## config.mk

```make
export PLATFORM = sky130hd
export DESIGN_NAME = run_controller
export DESIGN_NICKNAME = d
export VERILOG_FILES = /design/src/rtl/run_controller.sv
export SDC_FILE = /design/constraint.sdc
export NUM_CORES = 1
export LEC_CHECK = 0
export CAP_MARGIN = 20
export CORE_ASPECT_RATIO = 1.5
export CORE_UTILIZATION = 40
export CTS_CLUSTER_DIAMETER = 100
export CTS_CLUSTER_SIZE = 16
export DETAILED_ROUTE_END_ITERATION = 8
export DONT_BUFFER_PORTS = 1
export PLACE_DENSITY = 0.56
export REMOVE_ABC_BUFFERS = 1
export SLEW_MARGIN = 5
export SYNTH_ARGS = -nofsm -noshare
export SYNTH_HDL_FRONTEND = slang
export SYNTH_SLANG_ARGS = --single-unit
```

## constraint.sdc

```tcl
create_clock -name clk -period 2.1 [get_ports clk]
set_input_delay 0.21 -clock clk [delete_from_list [all_inputs] [get_ports clk]]
set_output_delay 0.21 -clock clk [all_outputs]
set_load 0.01 [all_outputs]
```

## src/rtl/run_controller.sv

```systemverilog
`default_nettype none
// ============================================================================
// run_controller: start/clear/run/done sequencer with cycle-count watchdog
// Revision: 1.0
// ============================================================================
module run_controller #(
    parameter int MAX_CYCLES   = 4096,
    parameter int CNT_W        = 16,
    parameter int CLEAR_CYCLES = 1
) (
    input  logic             clk,
    input  logic             reset,
    input  logic             start,
    input  logic             halt,
    output logic             run_en,
    output logic             pc_clear,
    output logic             ack,
    output logic             timeout,
    output logic [CNT_W-1:0] cycle_count
);

    localparam logic [2:0] S_IDLE  = 3'd0;
    localparam logic [2:0] S_ARMED = 3'd1;
    localparam logic [2:0] S_CLEAR = 3'd2;
    localparam logic [2:0] S_RUN   = 3'd3;
    localparam logic [2:0] S_DONE  = 3'd4;

    localparam logic [CNT_W-1:0] CNT_LAST = CNT_W'(MAX_CYCLES - 1);
    localparam logic [CNT_W-1:0] CNT_ONE  = CNT_W'(1);
    localparam logic [3:0]       CLR_LAST = 4'(CLEAR_CYCLES - 1);

    logic [2:0]       state;
    logic [2:0]       next_state;
    logic [CNT_W-1:0] run_cnt;
    logic [3:0]       clr_cnt;
    logic             timeout_flag;
    logic             limit_hit;

    assign limit_hit = (run_cnt == CNT_LAST);

    always_ff @(posedge clk) begin
        if (reset) begin
            state        <= S_IDLE;
            run_cnt      <= '0;
            clr_cnt      <= '0;
            timeout_flag <= 1'b0;
        end else begin
            state <= next_state;
            // Counters and the timeout flag are fresh on every entry to ARMED
            if ((next_state == S_ARMED) && (state != S_ARMED)) begin
                run_cnt      <= '0;
                clr_cnt      <= '0;
                timeout_flag <= 1'b0;
            end
            if (state == S_CLEAR) begin
                clr_cnt <= clr_cnt + 4'd1;
            end
            if (state == S_RUN) begin
                run_cnt <= run_cnt + CNT_ONE;
                if (next_state == S_DONE) begin
                    timeout_flag <= !halt;
                end
            end
        end
    end

    always_comb begin
        next_state = state;
        case (state)
            S_IDLE:  if (start) next_state = S_ARMED;
            S_ARMED: if (!start) next_state = S_CLEAR;
            S_CLEAR: if (clr_cnt == CLR_LAST) next_state = S_RUN;
            // halt takes priority over the watchdog limit
            S_RUN:   if (halt || limit_hit) next_state = S_DONE;
            S_DONE:  if (start) next_state = S_ARMED;
            default: next_state = S_IDLE;
        endcase
    end

    always_comb begin
        run_en      = (state == S_RUN);
        pc_clear    = (state == S_CLEAR);
        ack         = (state == S_DONE);
        timeout     = (state == S_DONE) && timeout_flag;
        cycle_count = run_cnt;
    end

endmodule
`default_nettype wire

```

# ---- Yosys cells after proc, flatten, opt, wreduce, memory -nomap -nowiden
# Index checks and enable logic that the tools add are counted.
# Widths: inputs -> output; s select.
dict set report totals {
  register_bits 24
  input_bits 4
  output_inout_bits 20
  elab_cells 35
}
dict set report classes {
  add_sub_neg 2
  eq_ne 8
  muxes 12
  n_reduce_logical 9
}
# cell count
set ops {}
lappend ops {{$mux 16} 2}
lappend ops {{$add 16x1->16 const B} 1}
lappend ops {{$eq 16x12->1 const B} 1}
lappend ops {{$mux 3} 4}
lappend ops {{$pmux 3 s4} 1}
lappend ops {{$mux 4} 2}
lappend ops {{$eq 3x1->1 const B} 2}
lappend ops {{$eq 3x2->1 const B} 2}
lappend ops {{$eq 3x3->1 const B} 2}
lappend ops {{$add 4x1->4 const B} 1}
lappend ops {{$logic_not 4->1} 1}
lappend ops {{$reduce_bool 2->1} 2}
lappend ops {{$logic_not 3->1} 1}
lappend ops {{$mux 1} 3}
lappend ops {{$ne 3x1->1 const B} 1}
lappend ops {{$logic_and 1x1->1} 2}
lappend ops {{$reduce_or 2->1} 1}
lappend ops {{$logic_not 1->1} 1}
lappend ops {{$logic_or 1x1->1} 1}

# ---- Logic depth before layout (Yosys ltp)
# Gate-level depths: netlist of the first run.
dict set report depth {
  word_depth 9
  depth_mapped 7
  mapped_depth_nobuf 5
}

# ---- Worst setup path before layout of the first run
# Ideal clock, no wire load.
dict set report synth_timing {
  path_type {register -> register}
  start {register run_cnt[0] (netlist: cycle_count[0])}
  end {register run_cnt[14] (netlist: cycle_count[14])}
  setup_time_ns 0.059
  t_arrival_ns 1.519
  required_time_ns 2.041
  setup_slack_ns 0.522
  stages_incl_launch_ff 6
  path_buffers 0
  synth_period_minus_slack_ns 1.578
  cell_sequence {dfxtp_1 ha_1 and3_1 nand4_2 or4_1 nand2_1}
}
dict set report synth_via {
  elab_chain_cells 7
  word_cells_on_any_way 9
  cone_classes {add/sub: 1; eq/ne: 2; mux: 3; reduce/logical: 3}
}
# item line_no
set synth_lines {}
lappend synth_lines {{start: declaration} 34} ;# logic [CNT_W-1:0] run_cnt;
lappend synth_lines {{start signal: assignment} 59} ;# run_cnt <= run_cnt + CNT_ONE;
lappend synth_lines {{$eq 16x12->1} 39} ;# assign limit_hit = (run_cnt == CNT_LAST);
lappend synth_lines {{$logic_or 1x1->1} 74} ;# S_RUN: if (halt || limit_hit) next_state = S_DONE;
lappend synth_lines {{$mux 3} 74}
lappend synth_lines {{$pmux 3 s4} 69} ;# case (state)
lappend synth_lines {{$eq 3x1->1} 50} ;# if ((next_state == S_ARMED) && (state != S_ARMED)) begin
lappend synth_lines {{$logic_and 1x1->1} 50}
lappend synth_lines {{$reduce_bool 2->1 (no source line)} n/a}
# Several ways; a longest one is shown, not always the timed one.
# A chain may end at the register's enable or synchronous reset.

# ---- Final worst setup path of the first run
# Ends and elaborated chain as after synthesis.

==> results of run 1 <==
==> timing repair <==
item | 4_1_cts | 5_1_grt
resized for setup | 0 | 0
hold endpoints to repair | 3 | 11
setup buffers | 0 | 0
hold buffers | 2 | 2
==> area by class of cell <==
| class | instances | share of cell area, % |
|---|---|---|
| multi-input combinational | 113 | 50.3 |
| clock buffer | 4 | 3.89 |
| tap | 39 | 3.45 |
| sequential | 24 | 34.0 |
| inverter | 5 | 1.33 |
| timing repair buffer | 12 | 7.07 |
==> worst max-delay path, delay by kind of cell (launching register included) <==
| kind | cells | cell delay [ns] |
|---|---|---|
| simple gates | 4 | 0.98 |
| fa+ha+maj | 1 | 0.25 |
| flops | 1 | 0.47 |
==> state kept, by name, summed over array words and instances, names as in the netlist <==
signal        flops
clr_cnt           4
state             3
cycle_count      16
timeout_flag      1
==> placed cells by master, fill, tap and decap left out, types with 4 or more instances in the layout <==
| master | n |
|---|---|
| a21oi_1 | 12 |
| inv_1 | 5 |
| nand4_1 | 7 |
| a41oi_1 | 4 |
| clkbuf_8 | 4 |
| nor2_1 | 18 |
| dfxtp_1 | 24 |
| buf_4 | 8 |
| nand2_1 | 12 |
| o21ai_0 | 7 |
| dlygate4sd3_1 | 4 |
| nand3_1 | 4 |
==> worst min-delay path by stage <==
stage	startpoint	slack, ns	endpoint	cells past startpoint
after detailed placement	reset	0.28	clr_cnt[0]$_SDFFE_PP0P_	1
final	reset	0.01	cycle_count[15]$_SDFFE_PP0P_	1
after CTS	reset	0.0005	state[1]$_SDFF_PP0_	1
after floorplan	reset	0.28	clr_cnt[0]$_SDFFE_PP0P_	1
after global placement	reset	0.28	cycle_count[15]$_SDFFE_PP0P_	1
after global routing	reset	0.003	cycle_count[7]$_SDFFE_PP0P_	1
==> layer usage <==
| metal | GRT usage [%] | part of all wire (%) |
|---|---|---|
| met1 | 20.7 | 39 |
| met2 | 33.8 | 54 |
| met3 | 4.34 | 5.2 |
| met4 | 8.33 | 2.0 |
| met5 | 0 | 0 |
==> cells in the mapped netlist (3+ instances only) <==
cell type	number
inv_1	5
or3_1	3
and4_1	3
ha_1	3
a211oi_1	3
a41oi_1	4
nor2_1	18
nand4_1	7
nand3_1	4
buf_2	4
a21oi_1	12
nand2_1	12
clkbuf_1	3
o21ai_0	7
dfxtp_1	24
==> power by group through the flow <==
stage	clock, mW	sequential [mW]	combinational (mW)
CTS	0.322	0.471	0.0693
global route	0.343	0.473	0.0830
finish	0.315	0.471	0.0749
global placement	0	0.481	0.0640
detailed placement	0	0.482	0.0653
floorplan	0	0.479	0.0439
==> cell families (layout without fill, tap and decap cells) <==
| family | count (synthesis) | after routing | synth area share (%) |
|---|---|---|---|
| AND/OR/NAND/NOR | 68 | 68 | 30.2 |
| AO/OA/AOI/OAI | 37 | 37 | 18.8 |
| flip-flops | 24 | 24 | 37.6 |
| buffers and inverters | 16 | 21 | 6.57 |
| adder cells (fa/ha/maj) | 3 | 3 | 2.94 |
| XOR/XNOR | 3 | 3 | 2.06 |
| multiplexers | 2 | 2 | 1.76 |
==> through the flow <==
step           instance area [um^2]  setup slack [ns]
3_5_place_dp                   1320             0.357
6_report                       1420             0.330
3_3_place_gp                   1320             0.430
2_1_floorplan                  1210             0.336
5_1_grt                        1420             0.202
4_1_cts                        1400             0.340
==> impl_metrics.py, run 1 <==
metrics = {
    "outcome": {
        "status": "complete, no violations",
    },
    "routing": {
        "drc": 0,
        "vias": 1182,
        "drt-vias-per-instance": 6.00,
        "detail_route.wl_per_cell_um": 15.9,
        "drtIter0Drc": 34,
        "first_pass_iters": 4,
        "drtAntennaViolNets": 0,
        "wl_um": 3140,
    },
    "finish": {
        "fill_cells": 313,
        "fin_util_pct": 47.6,
        "fin_cells": 197,
        "drive_gt1_share_pct": 12.0,
        "multi_input_area_um2": 712,
        "syn_to_final_growth_pct": 10.9,
        "antenna_cells": 0,
        "nets": 166,
        "seq_area_um2": 480,
    },
    "sta": {
        "fin_crit_ns": 1.77,
        "hold_violations": 0,
        "rsz0062_at_grt": "false",
        "worst_pin_slew_ns": 0.487,
        "setup_tns_ns": 0,
        "clock_skew_ns": 0.0100,
        "setup_viol": 0,
        "whs_ns": 0.0121,
        "final_max_slew_viol_count": 0,
        "fmax_ghz": 0.565,
        "slew_headroom_pct": 67.4,
        "final.period_utilization_pct": 84.3,
    },
    "logic_synthesis": {
        "yosys.area.top_type_share_pct": 37.6,
        "avgSynthCellArea_um2": 8.34,
        "synth_seq_area_share_pct": 37.6,
        "synth-seq-cells": 24,
        "ys.flop_type": "dfxtp_1",
        "async_flop_share_pct": 0,
        "synthTopCellsByArea": "dfxtp_1, nor2_1, a21oi_1, nand2_1, nand4_1",
        "syn_area_um2": 1280,
        "synthCells": 153,
        "yosysWarnings": 0,
        "synth_edf_count": 0,
        "synth_cell_types": 43,
        "synth_top_cell_by_area": "dfxtp_1",
    },
    "critical_path": {
        "arrival_ns": 1.98,
        "required_ns": 2.31,
        "crit_slowest_cell": "or4_1",
        "critPathMaxStageDelay_ns": 0.48,
        "r2r_end": "cycle_count[14]$_SDFFE_PP0P_",
        "crit_type": "reg2reg",
        "crit_fanout": 6,
        "startpoint_type": "flip-flop",
        "rrSetupSlack_ns": 0.33,
        "cp-startpoint": "cycle_count[0]$_SDFFE_PP0P_",
        "crit_end": "cycle_count[14]$_SDFFE_PP0P_",
        "crit_chain": "ha_1 -> and3_1 -> nand4_2 -> or4_1 -> nand2_1",
        "r2r_cells": 5,
        "regToRegStartpoint": "cycle_count[0]$_SDFFE_PP0P_",
        "end_kind": "flip-flop",
    },
    "power": {
        "switchingPower_mw": 0.203,
        "combPwrFrac_pct": 8.7,
        "ir_worst_vdd_mv": 0.402,
        "p_int_mw": 0.658,
        "pwr_density_cell_nw_per_um2": 608,
        "netSwitchingFraction_pct": 23.6,
        "power_frac_clock_pct": 36.6,
        "seq_power_share_pct": 54.7,
        "power_mw": 0.861,
        "p_leak_nw": 0.522,
    },
    "cts": {
        "clock_latency_ns": 0.27,
        "cts.path.max_buffers": 2,
        "htreeDepth": 1,
        "clk_pin_slew_ns": 0.09,
        "clock-sinks": 24,
        "root_buffer": "clkbuf_8",
        "cts_made_buffers": 3,
        "cts_tree": "built",
    },
    "die": {
        "start_util_pct": 42.9,
        "dieArea_um2": 3430,
        "die_w_um": 48.1,
        "die_h_um": 71.2,
        "core_area_um2": 2970,
        "rows": 24,
        "boundaryPins": 24,
    },
    "global_routing": {
        "grt_pass1_wl_um": 4860,
        "overflow": 0,
        "antenna_found_initial": 0,
        "grt_pass1_vias": 1126,
        "grt_max_degree": 21,
        "track_usage_pct": 19.3,
    },
    "placement": {
        "place.gp.congestion": 0.749,
        "portBuffers": 0,
        "hpwl_um": 2220,
        "dpl.cell_count": 189,
    },
    "run": {
        "drv_cap": 0,
    },
    "worst_hold_path": {
        "hold_path_class": "in2reg",
    },
}
No activity file was read; power rests on OpenSTA's default activity.
==> run 2: changes to the inputs <==
--- a/config.mk
+++ b/config.mk
@@ -12,7 +12,7 @@
 export CTS_CLUSTER_SIZE = 16
 export DETAILED_ROUTE_END_ITERATION = 8
 export DONT_BUFFER_PORTS = 1
-export PLACE_DENSITY = 0.56
+export PLACE_DENSITY = 0.58
 export REMOVE_ABC_BUFFERS = 1
 export SLEW_MARGIN = 5
 export SYNTH_ARGS = -nofsm -noshare
==> constraint.sdc (replaced) <==
create_clock -name clk -period 1.56 [get_ports clk]
set_input_delay 0.156 -clock clk [delete_from_list [all_inputs] [get_ports clk]]
set_output_delay 0.156 -clock clk [all_outputs]
set_load 0.01 [all_outputs]
==> run 2 against run 1 <==
  * Count of clock-buffer cells in the layout is the same
  * Core utilization grew 8.4 points
  * Cell count grew 11%
  * Power grew 37%
  * Worst setup slack lost 0.29 ns
  * Global-route usage grew 3.5 points
  * Routed wire length grew 10%
  * Final area grew 18%
==> impl_metrics.py, run 2 (synthesis results as in run 1) <==
metrics = {
    "critical_path": {
        "crit_buf_inv": 0,
        "required_ns": 1.74,
        "crit_fanout": 4,
        "startpoint_type": "flip-flop",
        "crit_type": "reg2reg",
        "end_kind": "flip-flop",
        "crit_chain": "and4_2 -> nand2_4 -> or4_1 -> a31oi_1",
        "critPathMaxStageDelay_ns": 0.48,
        "cp_top_family": "simple AND/OR/NAND/NOR gates",
        "arrival_ns": 1.71,
        "crit_slowest_cell": "or4_1",
    },
    "die": {
        "die_w_um": 48.1,
        "dieArea_um2": 3430,
        "core_area_um2": 2970,
        "start_util_pct": 42.9,
        "rows": 24,
        "die_h_um": 71.2,
        "boundaryPins": 24,
    },
    "sta": {
        "fin_crit_ns": 1.52,
        "slew_headroom_pct": 49.6,
        "clock_skew_ns": 0.00624,
        "setup_slack_ns": 0.0372,
        "final_max_slew_viol_count": 0,
        "fmax_ghz": 0.657,
        "final.period_utilization_pct": 97.6,
        "whs_ns": 0.0620,
        "worst_pin_slew_ns": 0.753,
        "setup_viol": 0,
        "hold_violations": 0,
        "setup_tns_ns": 0,
    },
    "global_routing": {
        "grt_pass1_vias": 1303,
        "overflow": 0,
        "antenna_found_initial": 0,
        "grt_max_degree": 21,
        "grt_pass1_wl_um": 5620,
        "track_usage_pct": 22.8,
    },
    "finish": {
        "final_common_cell": "buf_4",
        "drive_gt1_share_pct": 32.2,
        "nets": 188,
        "antenna_cells": 0,
        "final_cell_mix": "buf_4, dfxtp_1, nor2_1",
        "largest_reg_flops": 16,
        "syn_to_final_growth_pct": 30.5,
    },
    "placement": {
        "hpwl_um": 2530,
        "place_ws_ns": -0.0774,
        "portBuffers": 0,
        "place.gp.congestion": 0.779,
    },
    "cts": {
        "cts.path.max_buffers": 2,
        "clock-sinks": 24,
        "root_buffer": "clkbuf_8",
        "clk_pin_slew_ns": 0.08,
        "cts_setup_buffers": 0,
        "cts_tree": "built",
        "cts_made_buffers": 3,
        "htreeDepth": 1,
        "clock_latency_ns": 0.27,
    },
    "routing": {
        "first_pass_iters": 4,
        "drt-vias-per-instance": 5.77,
        "vias": 1263,
        "drc": 0,
        "detail_route.wl_per_cell_um": 15.8,
        "wl_um": 3470,
        "drtAntennaViolNets": 0,
        "drtIter0Drc": 37,
    },
    "power": {
        "ir_worst_vdd_mv": 0.510,
        "power_mw": 1.18,
        "p_leak_nw": 0.687,
        "pwr_density_cell_nw_per_um2": 708,
    },
    "outcome": {
        "status": "complete, no violations",
    },
    "worst_hold_path": {
        "hold_path_class": "in2reg",
    },
    "run": {
        "drv_cap": 0,
    },
}
==> run 2: changes by cell type in the layout (fill, tap and decap cells not counted), moves of 2 or more <==
cell and delta:
and4_1 -3, and4_2 +3, buf_4 +23, dfxtp_1 -5
dfxtp_2 +5, dlygate4sd3_1 -2
==> run 2: per-stage QoR <==
stage | cells | instance area, um^2 | util, %
after CTS | 219 | 1620 | 54.5
after global placement | 213 | 1510 | 50.9
final | 219 | 1670 | 56.0
after floorplan | 142 | 1210 | -
after global routing | 219 | 1670 | 56.0
after detailed placement | 213 | 1510 | 50.9
==> run 2: layout make-up <==
type	count	area [um^2]
multi-input combinational	113	783
tap	39	48.8
timing repair buffer	34	273
inverter	5	18.8
clock buffer	4	55.1
fill	280	1310
sequential	24	487
==> run 2: repair_timing <==
item	CTS	global route
hold buffers	2	0
pin swaps	1	0
resized for setup	5	14
hold endpoints to repair	20	0
endpoints found under the setup margin	4	15
==> run 2: worst paths after layout <==
path                                             startpoint                           end  slack (ns)  cells past startpoint
worst max-delay path            cycle_count[3]$_SDFFE_PP0P_  cycle_count[15]$_SDFFE_PP0P_        0.04                      4
worst min register to register      clr_cnt[3]$_SDFFE_PP0P_       clr_cnt[3]$_SDFFE_PP0P_        0.49                      1
worst min-delay path                                   halt           state[0]$_SDFF_PP0_        0.06                      3
worst max register to register  cycle_count[3]$_SDFFE_PP0P_  cycle_count[15]$_SDFFE_PP0P_        0.04                      4
==> run 2: layer usage <==
layer / global-route usage, % / up-vias / share of wire, %
li1: - / 625 / -
met1: 25.0 / 602 / 41
met2: 39.9 / 30 / 54
met3: 4.34 / 6 / 2.7
met4: 9.57 / 0 / 1.7
met5: 0 / - / 0
==> run 2: report_power, final <==
| part | internal [mW] | total [mW] | switching [mW] |
|---|---|---|---|
| Combinational | 0.0499 | 0.124 | 0.0743 |
| Sequential | 0.621 | 0.632 | 0.0113 |
| Clock | 0.226 | 0.424 | 0.198 |
==> run 2: worst reg2reg max path, stage by stage (launching register included) <==
cell	delay [ns]
dfxtp_1	0.40
and4_2	0.30
nand2_4	0.06
or4_1	0.48
a31oi_1	0.20
==> run 3: changes to the inputs <==
--- a/config.mk
+++ b/config.mk
@@ -14,6 +14,7 @@
 export DONT_BUFFER_PORTS = 1
 export PLACE_DENSITY = 0.58
 export REMOVE_ABC_BUFFERS = 1
+export SETUP_SLACK_MARGIN = 0.2
 export SLEW_MARGIN = 5
 export SYNTH_ARGS = -nofsm -noshare
 export SYNTH_HDL_FRONTEND = slang
==> run 3 against run 2 <==
  * Clock power about the same
  * First-iteration DRC count increased by 57%
  * Register-to-register slack improved by 0.05 ns
  * Fmax rose by 3.4%
  * Critical endpoint unchanged
  * Routed wire length increased by 13%
  * Final area grew 18%
  * Global-route usage grew 0.68 points
  * The flow now finishes with violations (negative hold slack)
  * Clock skew about the same
  * Worst setup slack better by 0.050 ns
  * Critical path type unchanged
  * Non-clock buffer count up 15
  * Count of clock-buffer cells in the layout unchanged
  * Sequential share of layout area shrank 3.2 points
==> impl_metrics.py, run 3 (synthesis results as in run 1) <==
metrics = {
    "outcome": {
        "status": "complete, but fails checks",
        "violations": "negative hold slack",
    },
    "cts": {
        "cts_made_buffers": 3,
        "cts_tree": "built",
        "root_buffer": "clkbuf_8",
        "clk_pin_slew_ns": 0.09,
        "htreeDepth": 1,
        "cts.path.max_buffers": 2,
        "clock_latency_ns": 0.27,
        "clock-sinks": 24,
    },
    "critical_path": {
        "end_kind": "flip-flop",
        "startpoint_type": "flip-flop",
        "crit_fanout": 6,
        "crit_type": "reg2reg",
        "required_ns": 1.76,
        "arrival_ns": 1.67,
    },
    "sta": {
        "setup_viol": 0,
        "setup_slack_ns": 0.0876,
        "fmax_ghz": 0.679,
        "final.period_utilization_pct": 94.4,
        "fin_crit_ns": 1.47,
        "whs_ns": -0.0632,
        "final_max_slew_viol_count": 0,
        "rsz0062_at_grt": "true",
        "clock_skew_ns": 0.00589,
        "worst_pin_slew_ns": 0.340,
        "hold_violations": 20,
        "slew_headroom_pct": 77.3,
    },
    "global_routing": {
        "grt_pass1_wl_um": 5780,
        "track_usage_pct": 23.5,
        "grt_pass1_vias": 1309,
        "overflow": 0,
        "grt_max_degree": 23,
        "antenna_found_initial": 0,
    },
    "finish": {
        "multi_input_area_um2": 892,
        "fill_cells": 241,
        "fin_cells": 234,
        "final_cell_mix": "buf_4, nor2_1, dfxtp_1, buf_6, nand2_1",
        "syn_to_final_growth_pct": 53.6,
        "seq_area_um2": 510,
        "final_common_cell": "buf_4",
        "largest_reg_flops": 16,
        "nets": 203,
        "fin_util_pct": 66.0,
        "antenna_cells": 0,
        "drive_gt1_share_pct": 49.7,
    },
    "routing": {
        "drc": 0,
        "drtAntennaViolNets": 0,
        "drt-vias-per-instance": 5.80,
        "detail_route.wl_per_cell_um": 16.8,
        "first_pass_iters": 4,
        "wl_um": 3930,
        "vias": 1358,
        "drtIter0Drc": 58,
    },
    "placement": {
        "place_ws_ns": -0.0774,
        "place.gp.congestion": 0.779,
        "portBuffers": 0,
        "hpwl_um": 2530,
        "dpl.cell_count": 213,
    },
    "power": {
        "pwr_density_cell_nw_per_um2": 615,
        "p_int_mw": 0.911,
        "seq_power_share_pct": 51.9,
        "combPwrFrac_pct": 12.7,
        "netSwitchingFraction_pct": 24.4,
        "p_leak_nw": 0.825,
        "switchingPower_mw": 0.295,
        "ir_worst_vdd_mv": 0.511,
        "power_frac_clock_pct": 35.4,
    },
    "die": {
        "start_util_pct": 42.9,
        "boundaryPins": 24,
        "core_area_um2": 2970,
        "dieArea_um2": 3430,
        "rows": 24,
        "die_w_um": 48.1,
        "die_h_um": 71.2,
    },
    "worst_hold_path": {
        "hold_path_class": "in2reg",
    },
    "run": {
        "drv_cap": 0,
    },
}
-- run 3: layer usage --
metal	GRT usage, %	vias up	routed length (um)
met5	0	-	0
met4	9.88	0	71
met3	4.08	10	89
met2	41.9	22	2220
met1	25.1	669	1560
li1	-	657	-
-- run 3: timing repair --
action                     4_1_cts  5_1_grt
resized for setup               31       41
hold endpoints to repair        20       20
pin swaps                        8       27
buffers inserted                 5       12
setup endpoints to repair       26       22
-- run 3: final timing paths --
kind / startpoint / end / slack [ns] / depth (start not counted)
hold reg to reg: cycle_count[3]$_SDFFE_PP0P_ / cycle_count[3]$_SDFFE_PP0P_ / 0.48 / 1
hold / removal: reset / cycle_count[11]$_SDFFE_PP0P_ / -0.06 / 1
setup / recovery: cycle_count[7]$_SDFFE_PP0P_ / cycle_count[15]$_SDFFE_PP0P_ / 0.09 / 4
setup reg to reg: cycle_count[7]$_SDFFE_PP0P_ / cycle_count[15]$_SDFFE_PP0P_ / 0.09 / 4
-- run 3: cell type report --
| type | instances | share of cell area [%] |
|---|---|---|
| Clock buffer | 4 | 2.81 |
| Tap cell | 39 | 2.49 |
| Multi-Input combinational cell | 113 | 45.5 |
| Inverter | 5 | 1.08 |
| Sequential cell | 24 | 26.0 |
| Timing Repair Buffer | 49 | 22.1 |
-- run 3: power groups by stage --
| stage | Combinational, mW | Sequential [mW] | Clock [mW] |
|---|---|---|---|
| 3_5_place_dp | 0.104 | 0.643 | 0 |
| 2_1_floorplan | 0.0590 | 0.645 | 0 |
| 3_3_place_gp | 0.101 | 0.642 | 0 |
| 6_report | 0.153 | 0.626 | 0.427 |
| 4_1_cts | 0.124 | 0.630 | 0.433 |
| 5_1_grt | 0.164 | 0.628 | 0.457 |
-- run 3: worst max-delay path, stage by stage (launching register included) --
cell,delay [ns]
dfxtp_2,0.34
and4_4,0.30
nand2_4,0.06
or4_4,0.52
a31oi_4,0.18
-- run 3: stage by stage --
| stage | setup TNS (ns) | instance area [um^2] | power [mW] |
|---|---|---|---|
| after floorplan | -0.252 | 1210 | 0.704 |
| after global placement | -0.0174 | 1510 | 0.744 |
| after detailed placement | -0.0774 | 1510 | 0.748 |
| after CTS | 0 | 1720 | 1.19 |
| after global routing | 0 | 1960 | 1.25 |
| final | 0 | 1960 | 1.21 |
